$ cat src/rtl/bias_seq_ctrl_pkg.sv
// Shared layer constants for the bias sequencer: lane width, saturation limits
// and the pass-sequencing state encoding.
package bias_seq_ctrl_pkg;

   localparam int unsigned BIAS_W = 18;
   localparam int unsigned SUM_W  = BIAS_W + 1;

   typedef logic [BIAS_W-1:0] lane_t;

   localparam lane_t SAT_MAX = 18'h1FFFF;
   localparam lane_t SAT_MIN = 18'h20000;

   typedef enum logic [1:0] {
      IDLE  = 2'd0,
      RUN   = 2'd1,
      FLUSH = 2'd2
   } state_e;

endpackage

$ cat src/rtl/bias_sat_add.sv
// One lane of the bias stage: sign-extend both operands, add, clamp to the
// signed 18-bit range.
module bias_sat_add
   import bias_seq_ctrl_pkg::*;
(
   input  lane_t in_lane,
   input  lane_t bias_lane,
   output lane_t sum_c
);

   logic [SUM_W-1:0] sum_wide;

   // Overflow shows up as a disagreement between the guard bit and the 18-bit sign.
   always_comb begin
      sum_wide = {in_lane[BIAS_W-1], in_lane} + {bias_lane[BIAS_W-1], bias_lane};
      sum_c    = sum_wide[BIAS_W-1:0];
      if (sum_wide[SUM_W-1] != sum_wide[BIAS_W-1]) begin
         sum_c = sum_wide[SUM_W-1] ? SAT_MIN : SAT_MAX;
      end
   end

endmodule

$ cat src/rtl/bias_seq_ctrl.sv
// Bias sequencer: counts pixels and channel groups over one layer pass, adds the
// active bank to each adder-tree beat and registers the result for downstream.
module bias_seq_ctrl
   import bias_seq_ctrl_pkg::*;
#(
   parameter  int unsigned N_adder_tree = 16,
   parameter  int unsigned N_groups     = 4,
   parameter  int unsigned N_pixels     = 49,
   localparam int unsigned GRP_W        = (N_groups > 1) ? $clog2(N_groups) : 1,
   localparam int unsigned DATA_W       = N_adder_tree * BIAS_W
) (
   input  logic                         clk,
   input  logic                         rst,
   input  logic [N_groups*DATA_W-1:0]   bias_bus,
   input  logic                         start,
   input  logic                         in_valid,
   input  logic [DATA_W-1:0]            in_data,
   output logic                         in_ready,
   output logic                         out_valid,
   output logic [DATA_W-1:0]            out_data,
   input  logic                         out_ready,
   output logic [GRP_W-1:0]             group_idx,
   output logic                         busy,
   output logic                         done
);

   localparam int unsigned PIX_W = (N_pixels > 1) ? $clog2(N_pixels) : 1;
   localparam logic [PIX_W-1:0] PIX_LAST = PIX_W'(N_pixels - 1);
   localparam logic [GRP_W-1:0] GRP_LAST = GRP_W'(N_groups - 1);

   state_e              state_q, state_d;
   logic [PIX_W-1:0]    pix_q, pix_d;
   logic [GRP_W-1:0]    grp_q, grp_d;
   logic                out_valid_q, out_valid_d;
   logic [DATA_W-1:0]   out_data_q, out_data_d;
   logic [DATA_W-1:0]   bias_sel;
   logic [DATA_W-1:0]   sum_all;
   logic                accept;

   // Bank select follows the group counter.
   always_comb begin
      bias_sel = bias_bus[DATA_W-1:0];
      for (int unsigned g = 0; g < N_groups; g++) begin
         if (grp_q == GRP_W'(g)) begin
            bias_sel = bias_bus[g*DATA_W +: DATA_W];
         end
      end
   end

   for (genvar i = 0; i < N_adder_tree; i++) begin : g_lane
      bias_sat_add u_sat_add (
         .in_lane   (in_data[i*BIAS_W +: BIAS_W]),
         .bias_lane (bias_sel[i*BIAS_W +: BIAS_W]),
         .sum_c     (sum_all[i*BIAS_W +: BIAS_W])
      );
   end

   // Next state, counters and the output register load/drain.
   always_comb begin
      state_d     = state_q;
      pix_d       = pix_q;
      grp_d       = grp_q;
      out_valid_d = out_valid_q;
      out_data_d  = out_data_q;
      in_ready    = 1'b0;
      done        = 1'b0;
      accept      = 1'b0;

      if (out_valid_q && out_ready) begin
         out_valid_d = 1'b0;
      end

      unique case (state_q)
         IDLE: begin
            if (start) begin
               state_d = RUN;
               pix_d   = '0;
               grp_d   = '0;
            end
         end
         RUN: begin
            in_ready = !out_valid_q || out_ready;
            accept   = in_valid && in_ready;
            if (accept) begin
               out_valid_d = 1'b1;
               out_data_d  = sum_all;
               if (pix_q == PIX_LAST) begin
                  pix_d = '0;
                  if (grp_q == GRP_LAST) begin
                     grp_d   = '0;
                     state_d = FLUSH;
                  end else begin
                     grp_d = grp_q + GRP_W'(1);
                  end
               end else begin
                  pix_d = pix_q + PIX_W'(1);
               end
            end
         end
         FLUSH: begin
            if (!out_valid_q || out_ready) begin
               state_d = IDLE;
               done    = 1'b1;
            end
         end
         default: begin
            state_d = IDLE;
         end
      endcase
   end

   always_ff @(posedge clk) begin
      if (rst) begin
         state_q     <= IDLE;
         pix_q       <= '0;
         grp_q       <= '0;
         out_valid_q <= 1'b0;
         out_data_q  <= '0;
      end else begin
         state_q     <= state_d;
         pix_q       <= pix_d;
         grp_q       <= grp_d;
         out_valid_q <= out_valid_d;
         out_data_q  <= out_data_d;
      end
   end

   assign out_valid = out_valid_q;
   assign out_data  = out_data_q;
   assign group_idx = grp_q;
   assign busy      = (state_q != IDLE);

endmodule

$ cat config.mk
export PLATFORM = sky130hd
export DESIGN_NAME = bias_seq_ctrl
export DESIGN_NICKNAME = d
export VERILOG_FILES = /design/src/rtl/bias_seq_ctrl_pkg.sv /design/src/rtl/bias_sat_add.sv /design/src/rtl/bias_seq_ctrl.sv
export SDC_FILE = /design/constraint.sdc
export NUM_CORES = 2
export LEC_CHECK = 0
export BUFFER_PORTS_ARGS = -buffer_cell sky130_fd_sc_hd__buf_4
export CAP_MARGIN = 20
export CORE_AREA = 2 2 668 670
export CTS_BUF_LIST = sky130_fd_sc_hd__clkbuf_16
export DETAILED_ROUTE_END_ITERATION = 10
export DIE_AREA = 0 0 670 672
export PLACE_DENSITY = 0.3
export SLEW_MARGIN = 10
export SYNTH_ARGS = -nofsm -noshare
export SYNTH_HDL_FRONTEND = slang
export SYNTH_SLANG_ARGS = --single-unit
$ cat constraint.sdc
create_clock -name clk -period 6.3 [get_ports clk]
set_clock_uncertainty 0.05 [all_clocks]
set_input_delay 1.89 -clock clk [delete_from_list [all_inputs] [get_ports clk]]
set_output_delay 1.89 -clock clk [all_outputs]
set_load 0.1 [all_outputs]
---- After elaboration in Yosys (flattened, before gate mapping) ----
Cells that the tools add are included.
cells by class
  reductions and logical operators ........ 11
  muxes and demuxes ....................... 56
  equal/unequal tests ..................... 27
  add/subtract/negate cells ............... 18
operators by type and width
  operator               number
  $mux W288              3
  $mux W18               32
  $add A18 B18 Y19       16
  $mux W2                9
  $mux W6                3
  $ne A1 B1 Y1           16
  $pmux W6 S2            1
  $ne A2 B2 Y1 const B   5
  $add A6 B1 Y6 const B  1
  $eq A2 B2 Y1 const B   3
  $eq A6 B6 Y1 const B   1
  $mux W1                6
  $pmux W2 S3            1
  $reduce_and A5 Y1      1
  $eq A2 B1 Y1 const B   2
  $pmux W2 S2            1
  $reduce_and A4 Y1      1
  $reduce_bool A2 Y1     2
  $reduce_and A3 Y1      1
  $add A2 B1 Y2 const B  1
  $logic_and A1 B1 Y1    2
  $logic_not A2 Y1       1
  $reduce_and A2 Y1      1
  $logic_not A1 Y1       1
  $logic_or A1 B1 Y1     1
storage, ports and cells
  input port bits ......................... 1445
  bits in registers ....................... 299
  output and inout port bits .............. 294
  word-level logic and storage cells ...... 117

---- Logic depth before layout (Yosys ltp) ----
  word-level depth ........................ 7
  depth in mapped cells ................... 23

---- By module ----
A second synthesis with hierarchy kept.
unflattened totals
  cells, all modules ...................... 5733
  area total of the unflattened synthesis .. 39621.8 µm²
by module, submodules not included
  module                                  cells an instance  area an instance (µm²)  instances  seq. area each (µm²)
  bias_seq_ctrl                           2929               19159.6                 1          5985.7
  bias_sat_add (g_lane[0].u_sat_add ...)  187                1340.0                  9          0.0
  bias_sat_add (g_lane[3].u_sat_add ...)  147                1122.3                  5          0.0
  bias_sat_add (g_lane[5].u_sat_add ...)  193                1395.1                  2          0.0

---- Worst setup path after synthesis ----
OpenSTA, ideal clock, no wires.
  path type ............................... register -> register
  start point ............................. register grp_q[0] (netlist: group_idx[0])
  end point ............................... register out_data_q[44] (netlist: out_data[44])
  setup time .............................. 120 ps
  data arrival time ....................... 5416 ps
  period minus slack after synthesis ...... 5586 ps
  stages on the path, launching flop included .. 20
  path buffers ............................ 4
  setup slack ............................. 714 ps
  cells stage by stage .................... dfxtp_1 -> ha_1 -> clkbuf_1 -> buf_1 -> buf_1 -> mux2i_1 -> nor2_1 -> a21oi_1 -> o21ai_0 -> ha_1 -> a21o_1 -> or3_1 -> a31oi_1 -> o21ai_1 -> a311oi_1 -> xor2_1 -> nand2_1 -> o21ai_1 -> buf_2 -> nor3_1
between the ends
  longest elaborated chain between the ends .. 7
RTL lines
  item                                      RTL line                                RTL
  start: declaration                        bias_seq_ctrl.sv:33                     logic [GRP_W-1:0] grp_q, grp_d;
  start signal: assignment                  bias_seq_ctrl.sv:122                    grp_q <= grp_d;
  $eq A2 B1 Y1                              bias_seq_ctrl.sv:44                     if (grp_q == GRP_W'(g)) begin
  $mux W288 (2 in series)                   bias_seq_ctrl.sv:44
  $mux W288 *                               bias_seq_ctrl.sv:44
  $add A18 B18 Y19 *                        bias_sat_add.sv:15                      sum_wide = {in_lane[BIAS_W-1], in_lane} + {bias_lane[BIAS_W-1], bias_lane};
  $mux W18 or $ne A1 B1 Y1 (tied branches)  bias_sat_add.sv:18, bias_sat_add.sv:17
  $mux W18 *                                bias_sat_add.sv:17                      if (sum_wide[SUM_W-1] != sum_wide[BIAS_W-1]) begin
  end signal: assignment                    bias_seq_ctrl.sv:124                    out_data_q <= out_data_d;
  end: declaration                          bias_seq_ctrl.sv:35                     logic [DATA_W-1:0] out_data_q, out_data_d;
Mark *: on every way between the ends. The rest lies on a longest branch, timed or not.
A chain may end at the register's enable or synchronous reset.

---- Worst setup path after layout ----
  start point ............................. register grp_q[0] (netlist: group_idx[0])
  end point ............................... register out_data_q[218] (netlist: out_data[218])
Same word-level chain as after synthesis.

==> run metrics <==
largest family of logic cells by synthesized area compound AO/OA/AOI/OAI gates; nets@finish 8397; Netlist cell types 80; Fmax 171 MHz; Via density 3.46; post-synthesis xor/xnor area fraction 0.0570; setup violators final 0; Detailed Route WL 373 mm; fraction of registers with async set/reset 0; Post-synth EDFFs 0; drt first pass iters 5; Synth area leader dfxtp_1; CP Class flip-flop to flip-flop; critical path startpoint group_idx[0]$_SDFFE_PP0P_; CP Max Fanout 44; outcome complete, no violations; Post-Place Cells 12519; number of global-route vias before repair 43094; final weighted congestion in routability-driven placement 0.892; HPWL after detailed placement 339 mm; CTS clock-pin slew for the worst setup and hold paths 0.06 ns; WL per Instance 29.5 microns; Synth Area in Compound Gates 0.314; Clock Sinks 299; Buffers on Ports 1738; Row Count 245; RSZ-0062 raised after global routing no; Critical Path RT 6.82 ns; pin count of the biggest net entering global routing 88; Clk Latency, worst-skew pair 0.72 ns; Mapped Cells 4837; Syn Nets 6591; Power Internal 5.97 mW; HP Class flip-flop to flip-flop; ys flop type dfxtp_1; sequential area share after synthesis 0.177; mux contribution to synthesized area 0.0819; WP data arrival 6.37 ns; total grt overflow 0; HP Start out_data[60]$_SDFFE_PP0P_; relative slew slack 0.249; adder-cell area share of the yosys netlist 0.152; Tcrit/Tclk final 0.929; Die H 672 microns; IO Count 1739; Clock Path Buffers 3; Final ANT Viol Nets 0; Fin Setup TNS 0 ns; DRC viols 0; clock share of power 0.251; initial antenna violation count 265; Die Width 670 microns; global-route wire length before repair 466 mm; fin util 0.130; yosys synthesis warning count 0; Filler cells 51710; total CTS buffers 50; share of cells above drive strength 1 0.328; worst slew pin tran 1.11 ns; clk root buf clkbuf_16; Slew Limit Fails 0; CTS tree done; Synth Register Bits 299; top-area cell type share of the netlist area 0.177; Area growth, synth to finish 70.8%; Fin. Hold Viols 0; Post-Layout Cell Count 12674; Initial Util 0.0764; post-synthesis simple-gate area fraction 0.170; Sequential Power Share 0.190; Synth top cells by count a21oi_1 (704), o21ai_0 (619), nor2_1 (580); P_sw 5.46 mW; launching point of the worst reg2reg path group_idx[0]$_SDFFE_PP0P_; Comb pwr share 0.559; most common cell in the netlist a21oi_1; synth top area cells dfxtp_1 (18%), ha_1 (11%), a21oi_1 (10%), o21ai_0 (9.1%), mux2i_1 (8.2%); static leakage 23.6 nW; Die ar. 450000 sq um; crit start category flip-flop; CTS Hold Bufs 0; gr usage total 0.159; CTS H-tree lvls 2; Syn Area/Cell 7.00 sq um; fin crit period 5.85 ns; P per Cell Area 198 nW/um^2; Worst setup EP type flip-flop; Worst VDD drop 209 uV; Sw Ratio 0.478; vias post-DR 43793; MaxCap Viol Count 0; core area 444000 sq um; Cell Area, Synth 33900 sq um; DRT iter0 DRCs 2750
## what timing repair did
item	4_1_cts	5_1_grt
setup endpoints to repair	0	5
gates resized for setup	0	2
setup buffers	0	0
## worst max-delay path: stages, from the launching register on
cell       delay [ns]
dfxtp_1          0.52
ha_4             0.43
buf_12           0.21
buf_12           0.26
mux2i_1          0.25
nor2_1           0.06
a21oi_1          0.12
o21ai_0          0.13
ha_1             0.28
inv_1            0.09
fa_1             0.21
nor2b_1          0.06
o21ai_0          0.21
a21boi_0         0.16
o2111ai_1        0.33
a21oi_1          0.18
o31ai_1          0.62
nor3_1           0.15
o22ai_2          0.79
maj3_1           0.32
a21oi_1          0.07
## state kept, by name, indices dropped and copies added, names as in the netlist
register / cells
group_idx: 2
pix_q: 6
out_data: 288
state_q: 2
out_valid: 1
## stage by stage
step                total power, mW  instance area (sq um)  hold WS [ns]  worst slack (ns)
floorplan                      5.80                  33900         0.412             0.714
global placement               8.73                  56100         0.396            -0.138
detailed placement             8.70                  56100         0.396            -0.118
CTS                            11.7                  57700         0.405             0.216
global route                   12.2                  57700         0.426            0.0475
finish                         11.4                  57800         0.401             0.448
## logic make-up after synthesis
group                    Yosys count
buffers and inverters            430
AND/OR/NAND/NOR                 1352
multiplexers                     277
XOR/XNOR                         218
adder cells (fa/ha/maj)          425
AO/OA/AOI/OAI                   1836
flip-flops                       299
## layout by cell type, fill, tap and decap left out, types with 35 or more instances in the layout
master and n:
o21a_1 57, clkbuf_16 51, nor3_1 57, nand3_1 55
xor2_1 83, o21ai_0 596, buf_4 2021, nor2_1 579
dfxtp_1 299, ha_1 290, nor2b_1 68, a21oi_1 703
diode_2 64, nand2_1 462, mux2i_1 277, a31oi_1 37
maj3_1 107, xnor2_1 131, inv_1 142, a211oi_1 95
o22ai_1 35, a21o_1 80
## area by class of cell
type	count	area, sq um	area share
Clock buffer	51	1280	0.0221
Tap cell	5928	7420	0.128
Inverter	135	512	0.00885
Multi-Input combinational cell	4108	26500	0.457
Sequential cell	299	5990	0.103
Timing Repair Buffer	2049	15700	0.272
Antenna cell	64	160	0.00277
Clock inverter	40	319	0.00552
## power by group through the flow
stage | clock (mW) | combinational, mW | sequential, mW
after floorplan | 0 | 2.58 | 3.22
after global placement | 0 | 6.52 | 2.21
after detailed placement | 0 | 6.49 | 2.21
after CTS | 3.04 | 6.52 | 2.17
after global routing | 3.07 | 6.91 | 2.18
final | 2.87 | 6.39 | 2.17
## path summary, 6_finish.rpt
path / cells past startpoint / slack [ns] / end
worst max-delay path: 20 / 0.45 / out_data[218]$_SDFFE_PP0P_
worst min-delay path: 2 / 0.40 / out_data[60]$_SDFFE_PP0P_
worst max register to register: 20 / 0.45 / out_data[218]$_SDFFE_PP0P_
worst min register to register: 2 / 0.40 / out_data[60]$_SDFFE_PP0P_
## routing by layer
| metal | up-vias | track usage | wire length [microns] |
|---|---|---|---|
| li1 | 21164 | - | - |
| met1 | 20492 | 0.176 | 145000 |
| met2 | 1564 | 0.283 | 185000 |
| met3 | 469 | 0.0662 | 34900 |
| met4 | 104 | 0.0308 | 7990 |
| met5 | - | 0 | 690 |
Note: power is estimated with default switching activity, not from simulation.
